**src/rtl/dff_write_arbiter.sv**
```systemverilog
`default_nettype none
// ============================================================================
// Module   : dff_write_arbiter
// Purpose  : Round-robin write controller for one shared enabled D-register,
//            with registered grant and one-cycle readback verification.
// Revision : 1.0
// ============================================================================
module dff_write_arbiter #(
  parameter int NREQ  = 4,
  parameter int WIDTH = 8,
  parameter int IDW   = 2
) (
  input  logic                  clk,
  input  logic                  rst_n,
  input  logic [NREQ-1:0]       req,
  input  logic [NREQ*WIDTH-1:0] wdata,
  output logic [NREQ-1:0]       gnt,
  output logic                  reg_en,
  output logic [WIDTH-1:0]      reg_d,
  input  logic [WIDTH-1:0]      reg_q,
  output logic                  busy,
  output logic                  err,
  output logic [IDW-1:0]        err_id,
  input  logic                  err_clr
);

  typedef enum logic [1:0] {
    S_IDLE   = 2'd0,
    S_WRITE  = 2'd1,
    S_VERIFY = 2'd2
  } state_t;

  state_t           r_state;
  state_t           w_next;
  logic [IDW-1:0]   r_ptr;
  logic [IDW-1:0]   r_win;
  logic [NREQ-1:0]  r_gnt;
  logic             r_en;
  logic [WIDTH-1:0] r_d;
  logic             r_err;
  logic [IDW-1:0]   r_err_id;

  logic             w_any;
  logic [IDW-1:0]   w_win;
  logic [IDW-1:0]   w_idx;
  logic [IDW:0]     w_sum;
  logic [WIDTH-1:0] w_sel;
  logic [NREQ-1:0]  w_onehot;
  logic             w_mismatch;

  // Scan from the farthest offset down so the nearest set bit after ptr wins.
  always_comb begin
    w_any = 1'b0;
    w_win = '0;
    w_idx = '0;
    w_sum = '0;
    for (int k = NREQ - 1; k >= 0; k--) begin
      w_sum = {1'b0, r_ptr} + (IDW+1)'(k);
      if (w_sum >= (IDW+1)'(NREQ))
        w_sum = w_sum - (IDW+1)'(NREQ);
      w_idx = w_sum[IDW-1:0];
      if (req[w_idx]) begin
        w_any = 1'b1;
        w_win = w_idx;
      end
    end
  end

  always_comb begin
    w_sel    = '0;
    w_onehot = '0;
    for (int i = 0; i < NREQ; i++) begin
      if (w_win == IDW'(i))
        w_sel = wdata[i*WIDTH +: WIDTH];
      w_onehot[i] = (r_win == IDW'(i));
    end
  end

  // r_d doubles as the latched write data for the readback compare.
  assign w_mismatch = (r_state == S_VERIFY) && (reg_q != r_d);

  always_ff @(posedge clk or negedge rst_n) begin
    if (!rst_n)
      r_state <= S_IDLE;
    else
      r_state <= w_next;
  end

  always_comb begin
    w_next = r_state;
    case (r_state)
      S_IDLE:   if (w_any) w_next = S_WRITE;
      S_WRITE:  w_next = S_VERIFY;
      S_VERIFY: w_next = S_IDLE;
      default:  w_next = S_IDLE;
    endcase
  end

  always_ff @(posedge clk or negedge rst_n) begin
    if (!rst_n) begin
      r_ptr <= '0;
      r_win <= '0;
      r_gnt <= '0;
      r_en  <= 1'b0;
      r_d   <= '0;
    end else begin
      case (r_state)
        S_IDLE: begin
          r_gnt <= '0;
          r_en  <= w_any;
          if (w_any) begin
            r_win <= w_win;
            r_d   <= w_sel;
          end
        end
        S_WRITE: begin
          r_en  <= 1'b0;
          r_gnt <= w_onehot;
        end
        S_VERIFY: begin
          r_gnt <= '0;
          r_ptr <= (r_win == IDW'(NREQ - 1)) ? '0 : r_win + 1'b1;
        end
        default: begin
          r_gnt <= '0;
          r_en  <= 1'b0;
        end
      endcase
    end
  end

  // A mismatch at the same edge as a clear keeps the flag set.
  always_ff @(posedge clk or negedge rst_n) begin
    if (!rst_n) begin
      r_err    <= 1'b0;
      r_err_id <= '0;
    end else if (w_mismatch) begin
      r_err    <= 1'b1;
      r_err_id <= r_win;
    end else if (err_clr) begin
      r_err    <= 1'b0;
    end
  end

  assign gnt    = r_gnt;
  assign reg_en = r_en;
  assign reg_d  = r_d;
  assign busy   = (r_state != S_IDLE);
  assign err    = r_err;
  assign err_id = r_err_id;

endmodule
`default_nettype wire
```
**config.mk**
```make
export PLATFORM = sky130hd
export DESIGN_NAME = dff_write_arbiter
export DESIGN_NICKNAME = d
export VERILOG_FILES = /design/src/rtl/dff_write_arbiter.sv
export SDC_FILE = /design/constraint.sdc
export NUM_CORES = 1
export LEC_CHECK = 0
export BUFFER_PORTS_ARGS = -buffer_cell sky130_fd_sc_hd__buf_2
export CORE_AREA = 2 2 58 60
export CTS_CLUSTER_SIZE = 10
export DETAILED_ROUTE_END_ITERATION = 6
export DIE_AREA = 0 0 60 62
export PLACE_DENSITY = 0.73
export SLEW_MARGIN = 15
export SYNTH_ARGS = -nofsm -noshare
export SYNTH_HDL_FRONTEND = slang
export SYNTH_SLANG_ARGS = --single-unit
```
**constraint.sdc**
```tcl
create_clock -name clk -period 1.6 [get_ports clk]
set_input_delay 0.08 -clock clk [delete_from_list [all_inputs] [get_ports clk]]
set_output_delay 0.08 -clock clk [all_outputs]
set_load 0.02 [all_outputs]
```
# Word level (Yosys, flattened, before mapping)
# Cells that the tools add are included.
# W data, S select, Z words.
[totals] output_inout_bits=17 elab_cells=72 regBits=22 in_bits=47
[op_classes] reduce_logical=7 order_cmp=8 add_sub_neg=8 n_mux=31 n_eq_ne=10
[op_table] cell="$mux W8" count=4
[op_table] cell="$mux W2" count=10
[op_table] cell="$lt A2 B3 Y1 const B" count=4
[op_table] cell="$eq A2 B2 Y1 const B" count=5
[op_table] cell="$mux W1" count=10
[op_table] cell="$ge A3 B3 Y1 const B" count=3
[op_table] cell="$bmux W1 S2" count=4
[op_table] cell="$ne A8 B8 Y1" count=1
[op_table] cell="$sub A2 B1 Y2 const B" count=4
[op_table] cell="$add A2 B2 Y3 const B" count=2
[op_table] cell="$eq A2 B1 Y1 const B" count=3
[op_table] cell="$logic_not A2 Y1" count=3
[op_table] cell="$mux W4" count=1
[op_table] cell="$pmux W2 S2" count=1
[op_table] cell="$reduce_bool A2 Y1" count=2
[op_table] cell="$add A2 B1 Y3 const B" count=1
[op_table] cell="$ge A2 B3 Y1 const B" count=1
[op_table] cell="$add A2 B1 Y2 const B" count=1
[op_table] cell="$ne A2 B2 Y1 const B" count=1
[op_table] cell="$pmux W1 S2" count=1
[op_table] cell="$reduce_and A2 Y1" count=1
[op_table] cell="$logic_and A1 B1 Y1" count=1

# Logic depth before layout (Yosys ltp)
# Gate-level depths: netlist of run 1.
[depth] ltp_word=14 mapped_depth=7 ltp_nobuf=5

# Worst setup path after synthesis of run 1
# Ideal clock, no wire load.
[synth_timing] path_kind="register to register" from="reg r_state[0]" to="reg r_d[0] (netlist: reg_d[0])" path_buffers=1 path_stages_with_launch=6 slack_ns=-0.244 t_arrival_ns=1.753 required_time_ns=1.509 period_less_slack_ns=1.844 setup_time_ns=0.091 cell_sequence="dfrtp_1 -> or2_1 -> or2_1 -> or4_1 -> buf_2 -> o221ai_1"
[synth_via] elab_chain_len=2
[synth_rtl] element="start: declaration" line_no="33" source="state_t r_state;"
[synth_rtl] element="start signal: assignment" line_no="86" source="r_state <= w_next;"
[synth_rtl] element="$logic_not A2 Y1" line_no="107" source="case (r_state)"
[synth_rtl] element="$reduce_and A2 Y1 (no source line)"
[synth_rtl] element="end signal: assignment" line_no="113" source="r_d <= w_sel;"
[synth_rtl] element="end: declaration" line_no="39" source="logic [WIDTH-1:0] r_d;"
# Every way passes these cells.
# A chain may end at the register's enable or synchronous reset.

# Final worst setup path of run 1
[layout_timing] from="reg r_ptr[1]" to="reg r_d[2] (netlist: reg_d[2])"
[layout_via] elab_chain_len=14 elab_cells_between_ends=40 cone_classes="7 x add/sub; 4 x order compare; 3 x eq/ne; 24 x mux; 2 x reduce/logical"
[layout_rtl] element="start: declaration" line_no="35" source="logic [IDW-1:0] r_ptr;"
[layout_rtl] element="start signal: assignment" line_no="122" source="r_ptr <= (r_win == IDW'(NREQ - 1)) ? '0 : r_win + 1'b1;"
[layout_rtl] element="$add A2 B2 Y3" line_no="58" source="w_sum = {1'b0, r_ptr} + (IDW+1)'(k);"
[layout_rtl] element="$ge A3 B3 Y1 / $sub A2 B1 Y2 (equally long branches)" line_no="59, 60"
[layout_rtl] element="$mux W2" line_no="59" source="if (w_sum >= (IDW+1)'(NREQ))"
[layout_rtl] element="$bmux W1 S2" line_no="62" source="if (req[w_idx]) begin"
[layout_rtl] element="$mux W1 (implied by the code)" line_no="62"
[layout_rtl] element="$mux W2 (4 in a row)" line_no="62"
[layout_rtl] element="$logic_not A2 Y1" line_no="73" source="if (w_win == IDW'(i))"
[layout_rtl] element="$mux W8 (4 in a row)" line_no="73"
# Several ways; a longest one is shown, not always the timed one. The select of a mux whose other input is x is not followed.

==> summary.md, run 1 <==
| Metric | Value |
|---|---|
| Area grow syn2layout | 49.6% |
| Post-synthesis compound-gate area fraction | 11.1% |
| Commonest non-fill, non-tap cells in the layout | 63 x buf_2, 22 x dfrtp_1, 17 x mux2i_1, 14 x nand2_1, 9 x buf_4 |
| Root buf cell | clkbuf_4 |
| Htree depth | 1 |
| Post-synthesis register bit count | 22 |
| CP Capture Type | register |
| Commonest non-fill, non-tap cell in the layout | buf_2 |
| Final WS setup | -0.120 ns |
| Unrepaired setup endpoints after global routing | true |
| Tot GR Track Use | between 15 and 20% |
| Failing checks | setup timing |
| Final min period | ~1.7 ns |
| Core area | 3180 um2 |
| Worst-Margin Slew | 0.570 ns |
| Antenna Nets Post-Route | 0 |
| Max cap viols | 0 |
| DRC violations left | 0 |
| Synth Net Count | roughly 160 |
| GP Congestion | 0.809 |
| Critical path class | reg -> reg |
| Yosys top cell by area | dfrtp_1 |
| Mean Syn Cell Area | around 11 um2 |
| Worst EP required | between 1.5 and 2 ns |
| Inserted Diodes | 0 |
| Critical Path Start Type | register |
| Worst-path fanout max | 4 |
| Yosys top cell area share | 46.5% |
| Fmax | slightly below 600 MHz |
| Row count | 21 |
| Num ports | 64 |
| Die H | approximately 62 um |
| First-pass GRT wire length | 4880 um |
| CTS tree | built |
| DR pass1 iterations | 4 |
| Vias in the first global route | around 1,100 |
| Ratio of cells with drive above 1 in the final layout | approximately half |
| Adder-Cell Fraction of Synth Area | between 4 and 5% |
| Yosys cell types | 22 |
| Power, Total | 0.00328 W |
| Number of setup violations in the final report | 9 |
| Number of buffers created by CTS | 3 |
| DR iter-0 viols | 16 |
| CP Data Arrival Time | 1.96 ns |
| Maximum VDD drop | approximately 840 uV |
| Clock slew at reported path FFs | 0.13 ns |
| Mux cell area share after synthesis | 16.3% |
| DP Worst Slack | -0.203 ns |
| Starting Density | between 30% and 40% |
| Final hold vios | 0 |
| Post-Syn Instances | roughly 110 |
| Simple logic cell fraction of the synthesized area | between 10% and 20% |
| Initial antenna violation count | 0 |
| Path type of the worst min-delay path | in -> reg |
| Gr ovfl total | 0 |
| I/O Buffers | 63 |
| Clock Latency Late Sink | ~0.32 ns |
| Period utilisation layout | 107% |
| Final Skew | 0.00821 ns |
| Post-Route WL | 3090 um |
| Synth warn | 0 |
| Die ar. | between 3000 and 4000 um2 |
| CTS max path bufs | 2 |
| Hold path depth | 3 |
| Wire length per cell | between 10 and 15 um |
| Via count | roughly 1,200 |
| Nets | around 240 |
| Pwr/cell area | 1850 nW/um2 |
| Reg2Reg Depth | 5 |
| Max-slew headroom | between 60% and 70% |
| XOR/XNOR Fraction of Synth Area | 5.91% |
| Synth top area cells | dfrtp_1 46%, mux2i_1 14%, o221ai_1 5.9% |
| Outcome | finished, violations left |
| DP Wirelength | between 2000 and 2500 um |
| Vias per cell | between 4 and 5 |
| Post-synthesis sequential area ratio | 46.5% |
| Main combinational cell family by area after synthesis | multiplexers |
| Sink Count | 22 |
| Die width | 60 um |
| Post-Syn Area | roughly 1200 um2 |
| Largest net degree at the start of global routing | 23 |
| Leak | 0.900 nW |
| Max-slew violation count | 0 |
==> per-layer routing <==
layer  track usage [%]  wire length (um)
met1              21.0              1210
met2              32.9              1670
met3              2.69               156
met4              5.71                48
met5                 0                 0
==> cell type report <==
| type | count | area, um2 |
|---|---|---|
| timing repair buffer | 75 | 414 |
| fill | 286 | 1410 |
| clock inverter | 1 | 30.0 |
| sequential | 22 | 551 |
| inverter | 5 | 18.8 |
| clock buffer | 3 | 22.5 |
| multi-input combinational | 80 | 679 |
| tap | 46 | 57.6 |
==> Yosys cell counts (all sizes together) <==
library cell  count
or2               2
nor2b             2
or4               1
nand2            14
and2              4
nor4              1
mux2i            17
ha                4
a2bb2oi           1
inv               5
nand4             2
nor2              2
dfrtp            22
o31ai             1
nand3b            1
o21ai             6
o221ai            8
mux2              2
xnor2             8
buf               4
nor3b             1
a21oi             3
==> critical path, stage by stage (launching register included) <==
cell and delay, ns:
dfrtp_1 0.43, mux2i_1 0.25, nor2_2 0.08, or4_4 0.56
buf_4 0.18, o221ai_2 0.14
==> state kept, by name, summed over array words and instances (netlist names) <==
register,flops
reg_d,8
gnt,4
err_id,2
r_ptr,2
r_state,2
r_win,2
err,1
reg_en,1
==> worst paths after layout <==
check,start,to,slack [ns]
max in group asynchronous,rst_n,reg_d[5],1.04
worst min register to register,err_id[0],err_id[0],0.49
min in group asynchronous,rst_n,gnt[0],0.23
worst min-delay path,wdata[6],reg_d[6],0.07
worst max register to register,r_ptr[1],reg_d[2],-0.12
worst max-delay path,r_ptr[1],reg_d[2],-0.12
==> where the power goes <==
group,internal (W),switching (W)
Sequential,0.000807,0.000194
Combinational,0.000851,0.000993
Clock,0.000254,0.000181
Total,0.00191,0.00137
==> cell families (layout without fill, tap and decap cells) <==
| logic type | count (synthesis) | in the layout |
|---|---|---|
| AOI/OAI and AO/OA | 19 | 19 |
| xor gates and xnor gates | 8 | 8 |
| buffers and inverters | 9 | 84 |
| muxes | 19 | 19 |
| and+or+nand+nor | 30 | 30 |
| adders and majority gates | 4 | 4 |
| DFF | 22 | 22 |
==> stage by stage <==
| stage | instances | utilization (%) | setup TNS, ns | instance area [um2] | hold slack (ns) |
|---|---|---|---|---|---|
| 6_report | 232 | 55.8 | -0.912 | 1770 | 0.0741 |
| 5_1_grt | 232 | 55.8 | -1.51 | 1770 | 0.0824 |
| 3_3_place_gp | 224 | 52.3 | -1.19 | 1660 | 0.0588 |
| 4_1_cts | 232 | 55.5 | -1.56 | 1770 | 0.0714 |
| 3_5_place_dp | 224 | 52.3 | -1.56 | 1660 | 0.0666 |
| 2_1_floorplan | 111 | - | -1.27 | 1250 | -0.216 |
==> what timing repair did <==
| item | CTS | global route |
|---|---|---|
| hold buffers | 2 | 0 |
| setup buffers | 1 | 0 |
| endpoints found under the setup margin | 9 | 12 |
| hold endpoints to repair | 23 | 0 |
| gates cloned | 1 | 0 |
| resized for setup | 4 | 4 |
| pin swaps | 0 | 1 |
Power figures use the tool's default switching activity.
==> run 2: changes to the inputs <==
--- a/config.mk
+++ b/config.mk
@@ -11,6 +11,7 @@
 export DETAILED_ROUTE_END_ITERATION = 6
 export DIE_AREA = 0 0 60 62
 export PLACE_DENSITY = 0.73
+export REMOVE_ABC_BUFFERS = 1
 export SLEW_MARGIN = 15
 export SYNTH_ARGS = -nofsm -noshare
 export SYNTH_HDL_FRONTEND = slang
==> summary.md, run 2 (synthesis gave the netlist of run 1 again) <==
| Metric | Value |
|---|---|
| Final min period | 1.64 ns (-0.0804 ns) |
| RR Startpoint | r_ptr[1] |
| DP Wirelength | 2330 um (-4.0%) |
| Area of the multi-input gates | 686 um2 (+0.92%) |
| CP Capture Type | register |
| Pwr/cell area | 1790 nW/um2 (-3.0%) |
| Fill cells | 280 (-2.1%) |
| Gr ovfl total | 0 (unchanged) |
| Reg2Reg Depth | 4 (-1) |
| Core area | 3180 um2 (unchanged) |
| CP startpoint | r_ptr[1] |
| Critical path class | reg -> reg |
| Final Skew | 0.00148 ns (-0.00673 ns) |
| Root buf cell | clkbuf_4 |
| Commonest non-fill, non-tap cell in the layout | buf_2 |
| GP Congestion | 0.777 (-4.0%) |
| Num ports | 64 (unchanged) |
| Clock slew at reported path FFs | 0.12 ns (about the same) |
| DRC violations left | 0 (unchanged) |
| Final hold vios | 0 (unchanged) |
| Sink Count | 22 (unchanged) |
| CTS tree | built |
| Fmax | 610 MHz (+4.9%) |
| Final hold slack | 0.0657 ns (-0.00840 ns) |
| FF-to-FF End | reg_d[7] |
| CP Data Arrival Time | 1.87 ns (-0.09 ns) |
| Post-Route WL | 3040 um (-1.6%) |
| Initial antenna violation count | 0 (unchanged) |
| Tot GR Track Use | 16.9% (-0.80 points) |
| Wire length per cell | 13.0 um (-2.4%) |
| First-pass GRT wire length | 4780 um (-2.0%) |
| Power, Total | 0.00317 W (-3.4%) |
| Critical Path Start Type | register |
| Failing checks | setup timing |
| Nets | 240 (+0.84%) |
| Die width | 60 um (unchanged) |
| Max-slew headroom | 59.6% (-2.4 points) |
| Worst-Margin Slew | 0.605 ns (+0.0349 ns) |
| Ratio of cells with drive above 1 in the final layout | 51.1% (about the same) |
| Hold wc startpoint | wdata[5] |
| DR pass1 iterations | 4 (unchanged) |
| Vias in the first global route | 1,120 (+2.8%) |
| Maximum VDD drop | 695 uV (-17%) |
| Area grow syn2layout | 49.1% |
| Max reg flops | 8 (unchanged) |
| Vias per cell | 4.75 (-4.9%) |
| Die ar. | 3720 um2 (unchanged) |
| Largest net degree at the start of global routing | 23 (unchanged) |
| Clock Latency Late Sink | 0.30 ns (-0.02 ns) |
| Placed Instance Area | 1600 um2 (-3.5%) |
| Final Cell Area | 1770 um2 (-0.35%) |
| WHS Endpoint | reg_d[5] |
| Commonest non-fill, non-tap cells in the layout | 63 x buf_2, 22 x dfrtp_1, 14 x nand2_1, 13 x mux2i_1, 11 x buf_4 |
| Fin Setup TNS | -0.259 ns (+0.654 ns) |
| Htree depth | 1 (unchanged) |
| Antenna Nets Post-Route | 0 (unchanged) |
| Die H | 62 um (unchanged) |
| Worst EP required | 1.83 ns (-0.02 ns) |
| Sequential cell area | 551 um2 (unchanged) |
| Number of setup violations in the final report | 8 (-1) |
| DP Worst Slack | -0.336 ns (-0.133 ns) |
| Final WS setup | -0.0392 ns (+0.0804 ns) |
| I/O Buffers | 63 (unchanged) |
| Outcome | finished, violations left |
| Inserted Diodes | 0 (unchanged) |
| Starting Density | 37.3% (unchanged) |
| Row count | 21 (unchanged) |
| Flop2flop setup slack | -0.04 ns (+0.08 ns) |
| DR iter-0 viols | 39 (+23) |
| CTS max path bufs | 2 (unchanged) |
| Path type of the worst min-delay path | in -> reg |
| Hold path depth | 3 (unchanged) |
| Max cap viols | 0 (unchanged) |
| Period utilisation layout | 102% (-5.0 points) |
| Unrepaired setup endpoints after global routing | true |
| Max-slew violation count | 0 (unchanged) |
| Leak | 0.891 nW (-0.94%) |
| Via count | 1,112 (-4.1%) |
| Worst-path fanout max | 5 (+1) |
| Number of buffers created by CTS | 3 (unchanged) |
## run 2: per-stage QoR
step	utilization [%]	instances
floorplan	-	107
finish	55.6	234
global route	55.6	234
global placement	50.5	224
CTS	54.6	233
detailed placement	50.5	224
## run 2: worst max path at each step
stage | end | slack [ns] | depth (start not counted)
floorplan | reg_d[0] | -0.76 | 5
global placement | reg_d[5] | -0.24 | 4
detailed placement | reg_d[0] | -0.34 | 4
CTS | reg_d[1] | -0.13 | 4
global route | reg_d[1] | -0.10 | 4
finish | reg_d[7] | -0.04 | 4
## run 2: layout make-up
type / count / share of cell area [%]
clock buffers: 4 / 2.05
inverters: 5 / 1.06
multi-input cells: 81 / 38.8
flip-flops and latches: 22 / 31.2
well taps: 46 / 3.26
repair buffers: 76 / 23.7
## run 2: worst max-delay path, cell delays in order, from the launching register on
cell and delay (ns):
dfrtp_1 0.44, mux2i_1 0.22, nor2_1 0.11, or4_4 0.61
o221ai_2 0.19
## run 2: power breakdown
group	total (W)	leakage (nW)	internal, W	switching (W)
logic	0.00187	0.594	0.000874	0.000992
clock network	0.000306	0.0210	0.000139	0.000167
registers	0.000997	0.276	0.000807	0.000190
total	0.00317	0.891	0.00182	0.00135
## run 2: routing by layer
layer	track usage (%)	up-vias	wire, um
met5	0	-	0
li1	-	551	-
met1	20.4	522	1260
met3	1.45	6	100
met2	31.2	33	1630
met4	6.67	0	54
## run 2: what timing repair did
| item | in CTS | in global routing |
|---|---|---|
| buffers inserted | 2 | 1 |
| hold buffers | 2 | 0 |
| resized for setup | 9 | 7 |
| pin swaps | 8 | 4 |
| endpoints found under the setup margin | 9 | 10 |
| hold endpoints to repair | 23 | 0 |
| cloned | 1 | 0 |
